===== src/rtl/tpu_pkg.sv =====
// Shared width defaults and saturating-add helpers for the TPU MAC row.
package tpu_pkg;
  localparam int TPU_COLS    = 4;
  localparam int TPU_BITS_AB = 8;
  localparam int TPU_BITS_C  = 16;

  // Sum of two sign-extended operands clipped to a w-bit signed range (w <= 63).
  function automatic logic [63:0] sat_add(input logic signed [63:0] a,
                                          input logic signed [63:0] b,
                                          input int w);
    logic signed [64:0] s, mx, mn;
    s  = {a[63], a} + {b[63], b};
    mx = (65'sd1 <<< (w - 1)) - 65'sd1;
    mn = -mx - 65'sd1;
    if (s > mx)      sat_add = mx[63:0];
    else if (s < mn) sat_add = mn[63:0];
    else             sat_add = s[63:0];
  endfunction

  function automatic logic sat_hit(input logic signed [63:0] a,
                                   input logic signed [63:0] b,
                                   input int w);
    sat_hit = (sat_add(a, b, w) != 64'(a + b));
  endfunction
endpackage


===== src/rtl/tpu_mac_row_if.sv =====
// Control/data bundle of the TPU MAC row; master drives operands, slave is the row.
interface tpu_mac_row_if
  import tpu_pkg::*;
#(
  parameter int COLS    = TPU_COLS,
  parameter int BITS_AB = TPU_BITS_AB,
  parameter int BITS_C  = TPU_BITS_C
);
  logic                    en;
  logic                    clr;
  logic                    wr_en;
  logic                    valid_in;
  logic [BITS_AB-1:0]      a_in;
  logic [COLS*BITS_AB-1:0] b_in;
  logic [COLS*BITS_C-1:0]  c_in;
  logic [BITS_AB-1:0]      a_out;
  logic                    valid_out;
  logic [COLS*BITS_C-1:0]  c_out;
  logic [COLS-1:0]         ovf;
  logic [15:0]             beat_cnt;

  modport master (output en, clr, wr_en, valid_in, a_in, b_in, c_in,
                  input  a_out, valid_out, c_out, ovf, beat_cnt);
  modport slave  (input  en, clr, wr_en, valid_in, a_in, b_in, c_in,
                  output a_out, valid_out, c_out, ovf, beat_cnt);
endinterface


===== src/rtl/tpu_mac_pe.sv =====
// One MAC processing element: registered A/valid stage plus accumulator.
// TPU_MAC_SAT_EN selects saturating accumulation with a sticky ovf flag.
module tpu_mac_pe
  import tpu_pkg::*;
#(
  parameter int BITS_AB = TPU_BITS_AB,
  parameter int BITS_C  = TPU_BITS_C
) (
  input  logic                      clk,
  input  logic                      rst_n,
  input  logic                      en,
  input  logic                      clr,
  input  logic                      wr_en,
  input  logic                      valid_in,
  input  logic signed [BITS_AB-1:0] a_in,
  input  logic signed [BITS_AB-1:0] b,
  input  logic signed [BITS_C-1:0]  c_in,
  output logic signed [BITS_AB-1:0] a_out,
  output logic                      valid_out,
  output logic signed [BITS_C-1:0]  acc,
  output logic                      ovf
);
  logic signed [2*BITS_AB-1:0] prod;
  logic signed [BITS_C-1:0]    prod_x;
  logic signed [BITS_C-1:0]    sum;
  logic                        clip;

  assign prod   = a_in * b;
  assign prod_x = BITS_C'(prod);

`ifdef TPU_MAC_SAT_EN
  assign sum  = BITS_C'(sat_add(64'(acc), 64'(prod_x), BITS_C));
  assign clip = sat_hit(64'(acc), 64'(prod_x), BITS_C);
`else
  assign sum  = acc + prod_x;
  assign clip = 1'b0;
`endif

  always_ff @(posedge clk or negedge rst_n)
    if (!rst_n) begin
      a_out     <= '0;
      valid_out <= 1'b0;
    end else if (en) begin
      a_out     <= a_in;
      valid_out <= valid_in;
    end

  // clr beats wr_en beats accumulation; the A/valid stage above ignores both.
  always_ff @(posedge clk or negedge rst_n)
    if (!rst_n) begin
      acc <= '0;
      ovf <= 1'b0;
    end else if (clr) begin
      acc <= '0;
      ovf <= 1'b0;
    end else if (wr_en) begin
      acc <= c_in;
    end else if (en && valid_in) begin
      acc <= sum;
      ovf <= ovf | clip;
    end
endmodule


===== src/rtl/tpu_mac_row.sv =====
// Systolic row of COLS MAC PEs sharing A, with per-PE B/preload and a beat counter.
// Optional macro TPU_MAC_SAT_EN enables saturating accumulation in every PE.
module tpu_mac_row
  import tpu_pkg::*;
#(
  parameter int COLS    = TPU_COLS,
  parameter int BITS_AB = TPU_BITS_AB,
  parameter int BITS_C  = TPU_BITS_C
) (
  input  logic          clk,
  input  logic          rst_n,
  tpu_mac_row_if.slave  bus
);
  if (BITS_C < 2*BITS_AB) begin : g_chk_c
    $error("tpu_mac_row: BITS_C must be >= 2*BITS_AB");
  end
  if (BITS_C > 63) begin : g_chk_cmax
    $error("tpu_mac_row: BITS_C must be <= 63");
  end
  if (COLS < 1 || COLS > 16) begin : g_chk_cols
    $error("tpu_mac_row: COLS must be in 1..16");
  end

  logic [COLS:0][BITS_AB-1:0] a_chain;
  logic [COLS:0]              v_chain;
  logic [15:0]                cnt;
  logic                       last_hit;

  assign a_chain[0] = bus.a_in;
  assign v_chain[0] = bus.valid_in;

  for (genvar k = 0; k < COLS; k++) begin : g_pe
    tpu_mac_pe #(.BITS_AB(BITS_AB), .BITS_C(BITS_C)) u_pe (
      .clk       (clk),
      .rst_n     (rst_n),
      .en        (bus.en),
      .clr       (bus.clr),
      .wr_en     (bus.wr_en),
      .valid_in  (v_chain[k]),
      .a_in      (a_chain[k]),
      .b         (bus.b_in[k*BITS_AB +: BITS_AB]),
      .c_in      (bus.c_in[k*BITS_C +: BITS_C]),
      .a_out     (a_chain[k+1]),
      .valid_out (v_chain[k+1]),
      .acc       (bus.c_out[k*BITS_C +: BITS_C]),
      .ovf       (bus.ovf[k])
    );
  end

  assign bus.a_out     = a_chain[COLS];
  assign bus.valid_out = v_chain[COLS];

  // Counts exactly the beats the last PE folds into its accumulator.
  assign last_hit = bus.en && v_chain[COLS-1] && !bus.clr && !bus.wr_en;

  always_ff @(posedge clk or negedge rst_n)
    if (!rst_n)        cnt <= '0;
    else if (bus.clr)  cnt <= '0;
    else if (last_hit) cnt <= cnt + 16'd1;

  assign bus.beat_cnt = cnt;
endmodule


===== src/flat_wrapper.sv =====
// flat-port wrapper written by rule: the top's interface ports become plain ports
module tpu_mac_row_flat import tpu_pkg::*;
#(
  parameter int COLS    = TPU_COLS,
  parameter int BITS_AB = TPU_BITS_AB,
  parameter int BITS_C  = TPU_BITS_C
)
  (clk, rst_n, bus_en, bus_clr, bus_wr_en, bus_valid_in, bus_a_in, bus_b_in, bus_c_in, bus_a_out, bus_valid_out, bus_c_out, bus_ovf, bus_beat_cnt);
  tpu_mac_row_if #(.COLS(COLS), .BITS_AB(BITS_AB), .BITS_C(BITS_C)) bus_i ();
  input  logic clk;
  input  logic rst_n;
  input wire logic [$bits(bus_i.en)-1:0] bus_en;
  input wire logic [$bits(bus_i.clr)-1:0] bus_clr;
  input wire logic [$bits(bus_i.wr_en)-1:0] bus_wr_en;
  input wire logic [$bits(bus_i.valid_in)-1:0] bus_valid_in;
  input wire logic [$bits(bus_i.a_in)-1:0] bus_a_in;
  input wire logic [$bits(bus_i.b_in)-1:0] bus_b_in;
  input wire logic [$bits(bus_i.c_in)-1:0] bus_c_in;
  output wire logic [$bits(bus_i.a_out)-1:0] bus_a_out;
  output wire logic [$bits(bus_i.valid_out)-1:0] bus_valid_out;
  output wire logic [$bits(bus_i.c_out)-1:0] bus_c_out;
  output wire logic [$bits(bus_i.ovf)-1:0] bus_ovf;
  output wire logic [$bits(bus_i.beat_cnt)-1:0] bus_beat_cnt;
  assign bus_i.en = bus_en;
  assign bus_i.clr = bus_clr;
  assign bus_i.wr_en = bus_wr_en;
  assign bus_i.valid_in = bus_valid_in;
  assign bus_i.a_in = bus_a_in;
  assign bus_i.b_in = bus_b_in;
  assign bus_i.c_in = bus_c_in;
  assign bus_a_out = bus_i.a_out;
  assign bus_valid_out = bus_i.valid_out;
  assign bus_c_out = bus_i.c_out;
  assign bus_ovf = bus_i.ovf;
  assign bus_beat_cnt = bus_i.beat_cnt;
  tpu_mac_row #(.COLS(COLS), .BITS_AB(BITS_AB), .BITS_C(BITS_C)) u_core (.clk(clk), .rst_n(rst_n), .bus(bus_i));
endmodule

===== config.mk =====
export PLATFORM = sky130hd
export DESIGN_NAME = tpu_mac_row_flat
export DESIGN_NICKNAME = d
export VERILOG_FILES = /design/src/rtl/tpu_pkg.sv /design/src/rtl/tpu_mac_row_if.sv /design/src/rtl/tpu_mac_pe.sv /design/src/rtl/tpu_mac_row.sv /design/src/flat_wrapper.sv
export SDC_FILE = /design/constraint.sdc
export NUM_CORES = 1
export LEC_CHECK = 0
export BUFFER_PORTS_ARGS = -buffer_cell sky130_fd_sc_hd__buf_2
export CORE_ASPECT_RATIO = 0.75
export CORE_MARGIN = 2
export CORE_UTILIZATION = 35
export CTS_CLUSTER_DIAMETER = 30
export DETAILED_ROUTE_END_ITERATION = 8
export PLACE_DENSITY = 0.57
export SLEW_MARGIN = 15
export SYNTH_ARGS = -nofsm -noshare
export SYNTH_HDL_FRONTEND = slang
export SYNTH_SLANG_ARGS = --single-unit

===== constraint.sdc =====
create_clock -name clk -period 15.3 [get_ports clk]
set_input_delay 0.765 -clock clk [delete_from_list [all_inputs] [get_ports clk]]
set_output_delay 0.765 -clock clk [all_outputs]
set_load 0.005 [all_outputs]

---- Word level (Yosys, flattened, before mapping) ----
Cells that the tools add are included.
word-level totals
  bits in registers ....................... 116
  bits in latches ......................... 0
  RAM bits ................................ 0
  ROM bits ................................ 0
  bits of input ports ..................... 110
  output and inout bits ................... 93
  logic and storage cells ................. 49
  memories kept ........................... 0
cells by class
  $add $sub $neg .......................... 5
  $mul .................................... 4
  div/mod/pow operators ................... 0
  magnitude comparators ................... 0
  eq/ne operators ......................... 0
  shifts and indexed selects .............. 0
  multiplexer cells ....................... 14
  bitwise gates (word level) .............. 0
  reductions and logical operators ........ 13
operators by type and width
  operator               number
  $mux 16                14
  $add 16x16->16         4
  $mul 8x8->16           4
  $add 16x1->16 const B  1
  $reduce_bool 3->1      4
  $logic_and 1x1->1      6
  $logic_not 1->1        2
  $reduce_bool 2->1      1

---- Logic depth before layout (Yosys ltp) ----
Gate-level depths: netlist of the first run.
  word-level depth ........................ 5
  gate-level depth with buffers ........... 18
  depth with buffers taken out ............ 18

---- Hierarchy ----
A second synthesis of the first run with hierarchy kept.
unflattened totals
  cell total of the unflattened synthesis .. 1774
  area total of the unflattened synthesis .. 16981.3 sq um
modules (own cells, without submodules)
  module                                 instances  cells each  area each (sq um)  seq. area each (sq um)
  tpu_mac_pe at u_core.g_pe[1].u_pe ...  2          423         4038.9             625.6
  tpu_mac_pe at u_core.g_pe[0].u_pe      1          426         4052.6             625.6
  tpu_mac_pe at u_core.g_pe[3].u_pe      1          422         4027.6             625.6
  tpu_mac_row                            1          80          823.3              400.4

---- Worst setup path after synthesis of the first run ----
Ideal clock, no wire load.
  path kind ............................... in2reg
  start ................................... input bus_b_in[24]
  end ..................................... register u_core.g_pe[3].u_pe.acc[13]
  setup time .............................. 0.111 ns
  arrival ................................. 5.109 ns
  required time ........................... 15.189 ns
  path slack .............................. 10.080 ns
  cell stages on the path ................. 15
  buffers on the path ..................... 0
  path through ............................ and2_1 -> inv_1 -> fa_1 -> inv_1 -> fa_1 -> fa_1 -> fa_1 -> fa_1 -> ha_1 -> o21ai_0 -> o21ai_0 -> a31o_2 -> a21oi_1 -> xor2_1 -> a2111oi_2
between the ends
  word-level cells in the longest chain between the ends .. 5
ends and longest elaborated chain
  element               line                source
  start, declared       flat_wrapper.sv:17  input wire logic [$bits(bus_i.b_in)-1:0] bus_b_in;
  $mul 8x8->16          tpu_mac_pe.sv:28    assign prod = a_in * b;
  $add 16x16->16        tpu_mac_pe.sv:35    assign sum = acc + prod_x;
  $mux 16               tpu_mac_pe.sv:58    end else if (en && valid_in) begin
  $mux 16               tpu_mac_pe.sv:56    end else if (wr_en) begin
  $mux 16               tpu_mac_pe.sv:53    end else if (clr) begin
  end signal, assigned  tpu_mac_pe.sv:57    acc <= c_in;
  end signal, assigned  tpu_mac_pe.sv:59    acc <= sum;
  end, declared         tpu_mac_pe.sv:20    output logic signed [BITS_C-1:0] acc,
Every way passes these cells. The select of a mux whose other input is x is not followed.
A chain may end at the register's enable or synchronous reset.

---- Worst setup path in the final report of the first run ----
  start ................................... register u_core.g_pe[2].u_pe.a_out[7]
  end ..................................... register u_core.g_pe[3].u_pe.acc[13]
between the ends
  word-level cells in the longest chain between the ends .. 5
ends and longest elaborated chain
  element                 line              source
  start, declared         tpu_mac_pe.sv:18  output logic signed [BITS_AB-1:0] a_out,
  start signal, assigned  tpu_mac_pe.sv:44  a_out <= a_in;
  $mul 8x8->16            tpu_mac_pe.sv:28
  $add 16x16->16          tpu_mac_pe.sv:35
  $mux 16                 tpu_mac_pe.sv:58
  $mux 16                 tpu_mac_pe.sv:56
  $mux 16                 tpu_mac_pe.sv:53
Every way passes these cells. The select of a mux whose other input is x is not followed.

==> results.tsv, run 1 <==
metric	value	unit
Die H	192.9	um
Placed Instances	2463	
prevailing post-synth register cell	dfrtp_1	
initial antenna violation count	4	
clk_lat worst skew	0.44	ns
crit path cell chain	and2_1, inv_1, fa_1, inv_1, fa_1, fa_1, fa_1, fa_1, ha_1, o21ai_0, o21ai_0, a31o_2, a21oi_1, xor2_1, a2111oi_2	
Critical Path Source Type	flip-flop	
worst path bufs/invs	2	
fmax	0.1821	GHz
most common cell after layout, fill and taps aside	fa_1	
WL/cell	17.66	um
vias	12160	
crit-path max cell delay	0.59	ns
Worst-Margin Slew	0.8801	ns
Tmin final	5.492	ns
first-pass GRT wire length	72960	um
residual DRC count	0	
crit path DAT	5.82	ns
Core Util, Final	39.98	%
clk sinks	116	
final setup fails	0	
Syn Area/Cell	9.895	sq um
die width	255.8	um
vias per cell	4.871	
total core area	0.04714	sq mm
clock slew at the register clock pins of the worst setup and hold paths	0.06	ns
max cap viols	0	
status	finished clean	
GRT Total Usage	19.08	%
NumNets Final	2386	
Fin. Hold Viols	0	
synthesis-to-finish area growth	13.22	%
H-Tree Depth	4	
Crit Path Category	reg2reg	
Overflow after GRT	0	
crit-path leading delay family	adder cells	
Unique masters post-synth	50	
period utilization	35.90	%
post-place setup slack	9.508	ns
Yosys warnings	0	
share of cells above drive strength 1	15.36	%
most frequent CP cell	fa_1	
worst hold-check path type	in2async	
unrepaired setup endpoints after global routing	false	
Port Buf Inserts	198	
Final GP Congestion	0.8509	
vias in the first global route	13230	
num ports	203	
HPWL after DPL	36120	um
final std cells w/o fill	2497	
Clock Tree Buf Depth	2	
TritonCTS clock tree	built	
Worst slew margin	41.33	%
most frequent cells in the layout	284 x fa_1, 281 x inv_1, 197 x buf_2, 172 x nand2_1, 149 x ha_1	
initial drt markers	585	
WL final	44100	um
slack of the critical path	9.808	ns
required time of the critical path	15.63	ns
Resized Gates After CTS	0	
Syn Inst Count	1682	
Final ANT Viol Nets	0	
setup repair bufs after CTS	0	
Critical Path End Type	flip-flop	
First-pass DRT Iterations	5	
clk root buf	clkbuf_16	
full die area	0.04933	sq mm
Starting Density	35.31	%
setup tns final	0	ns
number of flops mapped to enable cells by yosys	0	
hold-fix buffer count after cts	0	
Clock Skew	0.01104	ns
Slew Viols, Final	0	
Post-synth ARST share	100.0	%
CP Max Fanout	10	
#FFs+latches synth	116	
fillcell total	4764	
Critical Path Slowest Stage Cell	dfrtp_1	
Netlist Area Pre-Place	0.01664	sq mm
Seq/Total Area, Yosys	17.44	%
num rows	69	
cts bufs inserted	17	
largest net degree at the start of global routing	65	
==> metrics by stage <==
stage / hold slack [ns] / area [sq um]
5_1_grt: 0.3472 / 18840
2_1_floorplan: 0.4694 / 16650
6_report: 0.3213 / 18840
4_1_cts: 0.3181 / 18830
3_5_place_dp: 0.4776 / 18220
3_3_place_gp: 0.4649 / 18220
==> cell usage after synthesis, types with 28 or more instances <==
library cell,instances,area (sq um)
nor2_1,67,251.5
nand2_1,172,645.6
dfrtp_1,116,2903
fa_1,284,5685
mux2_2,35,394.1
a21oi_1,54,270.3
xnor2_1,59,516.8
o21ai_0,56,280.3
clkbuf_1,44,165.2
inv_1,281,1055
mux2i_1,28,280.3
ha_1,149,1864
and2_1,129,807.0
==> area by class of cell <==
type                    instances  area [sq um]  share of cell area (%)
diodes                          2         5.005                 0.02656
clock buffers                  19         452.9                   2.404
flip-flops and latches        116          2903                   15.40
inverters                     285          1070                   5.677
well taps                     639         799.5                   4.243
clock inverters                13         157.7                  0.8366
multi-input cells            1217         12400                   65.80
repair buffers                206          1057                   5.611
==> logic make-up after synthesis <==
| group | synth area share, % |
|---|---|
| AO/OA/AOI/OAI | 8.006 |
| multiplexers | 4.052 |
| buffers and inverters | 8.254 |
| XOR/XNOR | 4.420 |
| other | 0.02253 |
| flip-flops | 17.44 |
| AND/OR/NAND/NOR | 12.44 |
| adder cells (fa/ha/maj) | 45.36 |
==> final timing paths <==
check	start	end	slack (ns)	cells after the start
setup reg to reg	u_core.g_pe[2].u_pe.a_out[7]	u_core.g_pe[3].u_pe.acc[13]	9.81	15
hold reg to reg	u_core.bus.beat_cnt[15]	u_core.bus.beat_cnt[15]	0.49	1
hold / removal	rst_n	u_core.g_pe[1].u_pe.acc[10]	0.32	1
min in group clk	u_core.bus.beat_cnt[15]	u_core.bus.beat_cnt[15]	0.49	1
setup / recovery	u_core.g_pe[2].u_pe.a_out[7]	u_core.g_pe[3].u_pe.acc[13]	9.81	15
max in group asynchronous	rst_n	u_core.g_pe[3].u_pe.acc[0]	13.65	2
==> worst reg2reg max path, delay by kind of cell, from the launching register on <==
kind,cells,cell delay (ns)
DFF,1,0.59
xor gates and xnor gates,1,0.16
buffers and inverters,2,0.17
and+or+nand+nor,1,0.56
adders and majority gates,6,2.80
AOI/OAI and AO/OA,5,1.13
==> metal layers <==
| metal | global-route usage (%) | vias to the layer above | part of all wire, % | wire length (um) |
|---|---|---|---|---|
| li1 | - | 5623 | - | - |
| met1 | 26.32 | 6210 | 47 | 20760 |
| met2 | 30.39 | 283 | 45 | 19910 |
| met3 | 4.610 | 44 | 6.1 | 2685 |
| met4 | 4.408 | 2 | 1.6 | 723 |
| met5 | 0 | - | 0.029 | 13 |
==> flip-flops by register name, summed over array words and instances (netlist names) <==
signal / cells
u_core.g_pe.u_pe.valid_out: 4
u_core.bus.beat_cnt: 16
u_core.g_pe.u_pe.a_out: 32
u_core.g_pe.u_pe.acc: 64
Power of run 1 is left out: the tool's default activity adds up to more than one toggle a clock period on the data nets, which glitch-free logic cannot reach.
==> inputs of run 2 (changes only) <==
clock period = 5.46 ns   (was 15.3 ns; I/O delays follow)
==> results.tsv, run 2 (synthesized netlist as in run 1, its figures left out) <==
metric	value	unit
die width	255.8	um
Critical Path Source Type	flip-flop	
Critical Path End Type	flip-flop	
setup repair bufs after CTS	0	
clk root buf	clkbuf_16	
crit path cell chain	nand2_1, fa_1, inv_1, fa_1, ha_1, inv_1, fa_1, inv_1, ha_1, ha_1, fa_1, a21o_1, a211oi_1, o21ai_0, a21oi_1, xor2_1, o21ai_0	
first-pass GRT wire length	73780	um
Crit Path Category	reg2reg	
Placed Instances	2475	
setup tns final	0	ns
NumNets Final	2399	
Port Buf Inserts	198	
post-place setup slack	0.4388	ns
status	finished clean	
most common cell after layout, fill and taps aside	fa_1	
most frequent CP cell	fa_1	
crit-path max cell delay	0.64	ns
total core area	0.04714	sq mm
slack of the critical path	0.3667	ns
residual DRC count	0	
required time of the critical path	5.79	ns
CP Max Fanout	10	
Starting Density	35.31	%
crit path DAT	5.42	ns
worst hold-check path type	in2reg	
Final GP Congestion	0.8808	
Biggest register	u_core.g_pe.u_pe.acc	
Slew Viols, Final	0	
max FFs per register	64	
Clock Skew	0.01745	ns
final setup fails	0	
vias per cell	4.853	
clk sinks	116	
TritonCTS clock tree	built	
most frequent cells in the layout	284 x fa_1, 281 x inv_1, 197 x buf_2, 172 x nand2_1, 149 x ha_1	
Overflow after GRT	0	
First-pass DRT Iterations	5	
clk_lat worst skew	0.46	ns
WL/cell	17.94	um
share of cells above drive strength 1	15.66	%
Worst slew margin	33.21	%
WL final	44960	um
num ports	203	
synthesis-to-finish area growth	13.47	%
num rows	69	
largest net degree at the start of global routing	65	
period utilization	93.28	%
Core Util, Final	40.06	%
Worst-Margin Slew	1.002	ns
Clock Tree Buf Depth	2	
Tmin final	5.093	ns
Die H	192.9	um
cts bufs inserted	17	
vias	12160	
fillcell total	4679	
vias in the first global route	13080	
Critical Path Slowest Stage Cell	dfrtp_1	
Fin. Hold Viols	0	
initial antenna violation count	4	
fmax	0.1963	GHz
final std cells w/o fill	2506	
Final ANT Viol Nets	0	
GRT Total Usage	19.43	%
unrepaired setup endpoints after global routing	false	
full die area	0.04933	sq mm
HPWL after DPL	36630	um
max cap viols	0	
initial drt markers	740	
clock slew at the register clock pins of the worst setup and hold paths	0.07	ns
H-Tree Depth	4	
## run 2: path summary, 6_finish.rpt
kind,startpoint,end,slack [ns],cells past startpoint
max,u_core.g_pe[2].u_pe.a_out[4],u_core.g_pe[3].u_pe.acc[12],0.37,17
min,bus_c_in[29],u_core.g_pe[1].u_pe.acc[13],0.07,3
max reg2reg,u_core.g_pe[2].u_pe.a_out[4],u_core.g_pe[3].u_pe.acc[12],0.37,17
min reg2reg,u_core.bus.beat_cnt[14],u_core.bus.beat_cnt[14],0.49,1
max in group asynchronous,rst_n,u_core.g_pe[3].u_pe.acc[6],3.79,3
min in group asynchronous,rst_n,u_core.g_pe[1].u_pe.acc[9],0.42,2
## run 2: routing by layer
layer,global-route usage [%],wire [um],vias up
li1,-,-,5646
met1,27.26,21320,6156
met2,30.10,19790,318
met3,5.385,3244,37
met4,3.869,570,4
met5,0,26,-
## run 2: what timing repair did
item / 4_1_cts / 5_1_grt
endpoints found under the hold margin: 63 / 0
gates resized for setup: 0 / 0
hold buffers: 1 / 0
## run 2: area by class of cell
type / count / area (sq um) / share of cell area, %
multi-input combinational: 1217 / 12390 / 65.62
sequential: 116 / 2903 / 15.37
timing repair buffer: 219 / 1157 / 6.128
inverter: 285 / 1070 / 5.665
tap: 639 / 799.5 / 4.233
clock buffer: 24 / 511.7 / 2.710
clock inverter: 4 / 47.55 / 0.2518
antenna: 2 / 5.005 / 0.02650
## run 2: through the flow
step,instance area (sq um),hold slack [ns]
2_1_floorplan,16650,-0.02259
3_3_place_gp,18310,0.3486
3_5_place_dp,18310,0.3501
4_1_cts,18880,0.04117
5_1_grt,18880,0.06330
6_report,18890,0.07237
## run 2: worst max-delay path, delay by kind of cell (launching register included)
family | cells | cell delay (ns)
AOI/OAI and AO/OA | 5 | 1.15
buffers and inverters | 3 | 0.15
DFF | 1 | 0.64
adders and majority gates | 7 | 2.71
xor gates and xnor gates | 1 | 0.19
and+or+nand+nor | 1 | 0.14
Power of run 2 is left out for the same reason.
==> inputs of run 3 (changes only) <==
CAP_MARGIN = 10   (was unset)
RECOVER_POWER = 25   (was unset)
==> results.tsv, run 3 (synthesized netlist as in run 1, its figures left out) <==
metric	value	unit
num ports	203	
full die area	0.04933	sq mm
worst hold slack	0.07417	ns
crit path DAT	5.42	ns
first-pass GRT wire length	73780	um
worst reg2reg path depth	17	
vias per cell	4.836	
setup tns final	0	ns
TritonCTS clock tree	built	
total core area	0.04714	sq mm
Starting Density	35.31	%
failing checks	max-capacitance violations, max-slew violations	
Worst slew margin	-174.5	%
layer with the highest usage	met2	
met2 GRT Util	30.10	%
met1 Use GR	27.26	%
fillcell total	4685	
max FFs per register	64	
most common cell after layout, fill and taps aside	fa_1	
synthesis-to-finish area growth	13.33	%
initial drt markers	735	
final setup fails	0	
Fin. Hold Viols	0	
Hold Crit Depth	3	
register area	0.002903	sq mm
Biggest register	u_core.g_pe.u_pe.acc	
worst hold start	bus_c_in[29]	
NumNets Final	2399	
most frequent cells in the layout	284 x fa_1, 281 x inv_1, 196 x buf_2, 172 x nand2_1, 149 x ha_1	
clk sinks	116	
Worst-Margin Slew	4.118	ns
Final GP Congestion	0.8808	
setup repair bufs after CTS	0	
R2R setup slack	0.37	ns
Overflow after GRT	0	
WL final	44940	um
First-pass DRT Iterations	5	
Multi-input gate area	0.01239	sq mm
vias in the first global route	13080	
Port Buf Inserts	198	
Resized Gates After CTS	0	
Critical R2R Capture	u_core.g_pe[3].u_pe.acc[12]	
Critical Path End Type	flip-flop	
Worst R2R Start	u_core.g_pe[2].u_pe.a_out[4]	
worst hold-check path type	in2reg	
required time of the critical path	5.79	ns
HPWL after DPL	36630	um
vias	12120	
Die H	192.9	um
clock slew at the register clock pins of the worst setup and hold paths	0.07	ns
Final ANT Viol Nets	0	
clk_lat worst skew	0.45	ns
worst hold endpoint	u_core.g_pe[1].u_pe.acc[13]	
Critical Path Source Type	flip-flop	
residual DRC count	0	
unrepaired setup endpoints after global routing	false	
clk root buf	clkbuf_16	
share of cells above drive strength 1	15.34	%
max cap viols	1	
met3 Usage GRT	5.385	%
WL/cell	17.93	um
initial antenna violation count	4	
Tmin final	5.088	ns
cts bufs inserted	17	
GRT Total Usage	19.43	%
status	finished, violations left	
Clock Skew	0.01713	ns
Slew Viols, Final	65	
num rows	69	
Clock Tree Buf Depth	2	
fmax	0.1965	GHz
largest net degree at the start of global routing	65	
CP Max Fanout	10	
H-Tree Depth	4	
Crit Path Category	reg2reg	
hold-fix buffer count after cts	1	
die width	255.8	um
period utilization	93.18	%
## run 3: cell types whose count changed in the layout (fill, tap and decap cells not counted), sizes merged
cell	before	now
clkbuf	24	30
buf	218	212
## run 3: worst max-delay path by stage
stage          cells after the start  slack, ns                          from                     endpoint
2_1_floorplan                     16       0.44  u_core.g_pe[2].u_pe.a_out[7]  u_core.g_pe[3].u_pe.acc[13]
5_1_grt                           15       0.07  u_core.g_pe[1].u_pe.a_out[7]  u_core.g_pe[2].u_pe.acc[15]
4_1_cts                           17       0.43  u_core.g_pe[0].u_pe.a_out[4]  u_core.g_pe[1].u_pe.acc[12]
3_5_place_dp                      17       0.44  u_core.g_pe[0].u_pe.a_out[4]  u_core.g_pe[1].u_pe.acc[14]
3_3_place_gp                      17       0.49  u_core.g_pe[0].u_pe.a_out[4]  u_core.g_pe[1].u_pe.acc[12]
6_report                          17       0.37  u_core.g_pe[2].u_pe.a_out[4]  u_core.g_pe[3].u_pe.acc[12]
## run 3: metrics by stage
step	cells	utilization (%)	area [sq um]	setup slack, ns
after floorplan	1685	-	16650	0.4360
after global placement	2475	38.85	18310	0.4946
after detailed placement	2475	38.85	18310	0.4388
after CTS	2504	40.05	18880	0.4336
after global routing	2505	40.01	18860	0.06936
final	2506	40.01	18860	0.3721
## run 3: worst max-delay path, stage by stage (launching register included)
cell	delay (ns)
dfrtp_1	0.64
nand2_1	0.14
fa_1	0.52
inv_1	0.06
fa_1	0.47
ha_1	0.28
inv_1	0.05
fa_1	0.47
inv_1	0.04
ha_1	0.27
ha_1	0.23
fa_1	0.47
a21o_1	0.21
a211oi_1	0.34
o21ai_0	0.15
a21oi_1	0.35
xor2_1	0.19
o21ai_0	0.10
## run 3: layout make-up
type                       instances  area share (%)
timing repair buffer             219           6.010
inverter                         285           5.672
antenna                            2         0.02653
tap                              639           4.239
sequential                       116           15.39
multi-input combinational       1217           65.70
clock inverter                     4          0.2521
clock buffer                      24           2.713
## run 3: routing by layer
layer / vias up / share of wire, % / wire length, um
met5: - / 0.058 / 26
met4: 4 / 1.3 / 567
met3: 35 / 7.2 / 3238
met2: 306 / 44 / 19780
met1: 6129 / 47 / 21330
li1: 5645 / - / -
Power of run 3 is left out for the same reason.
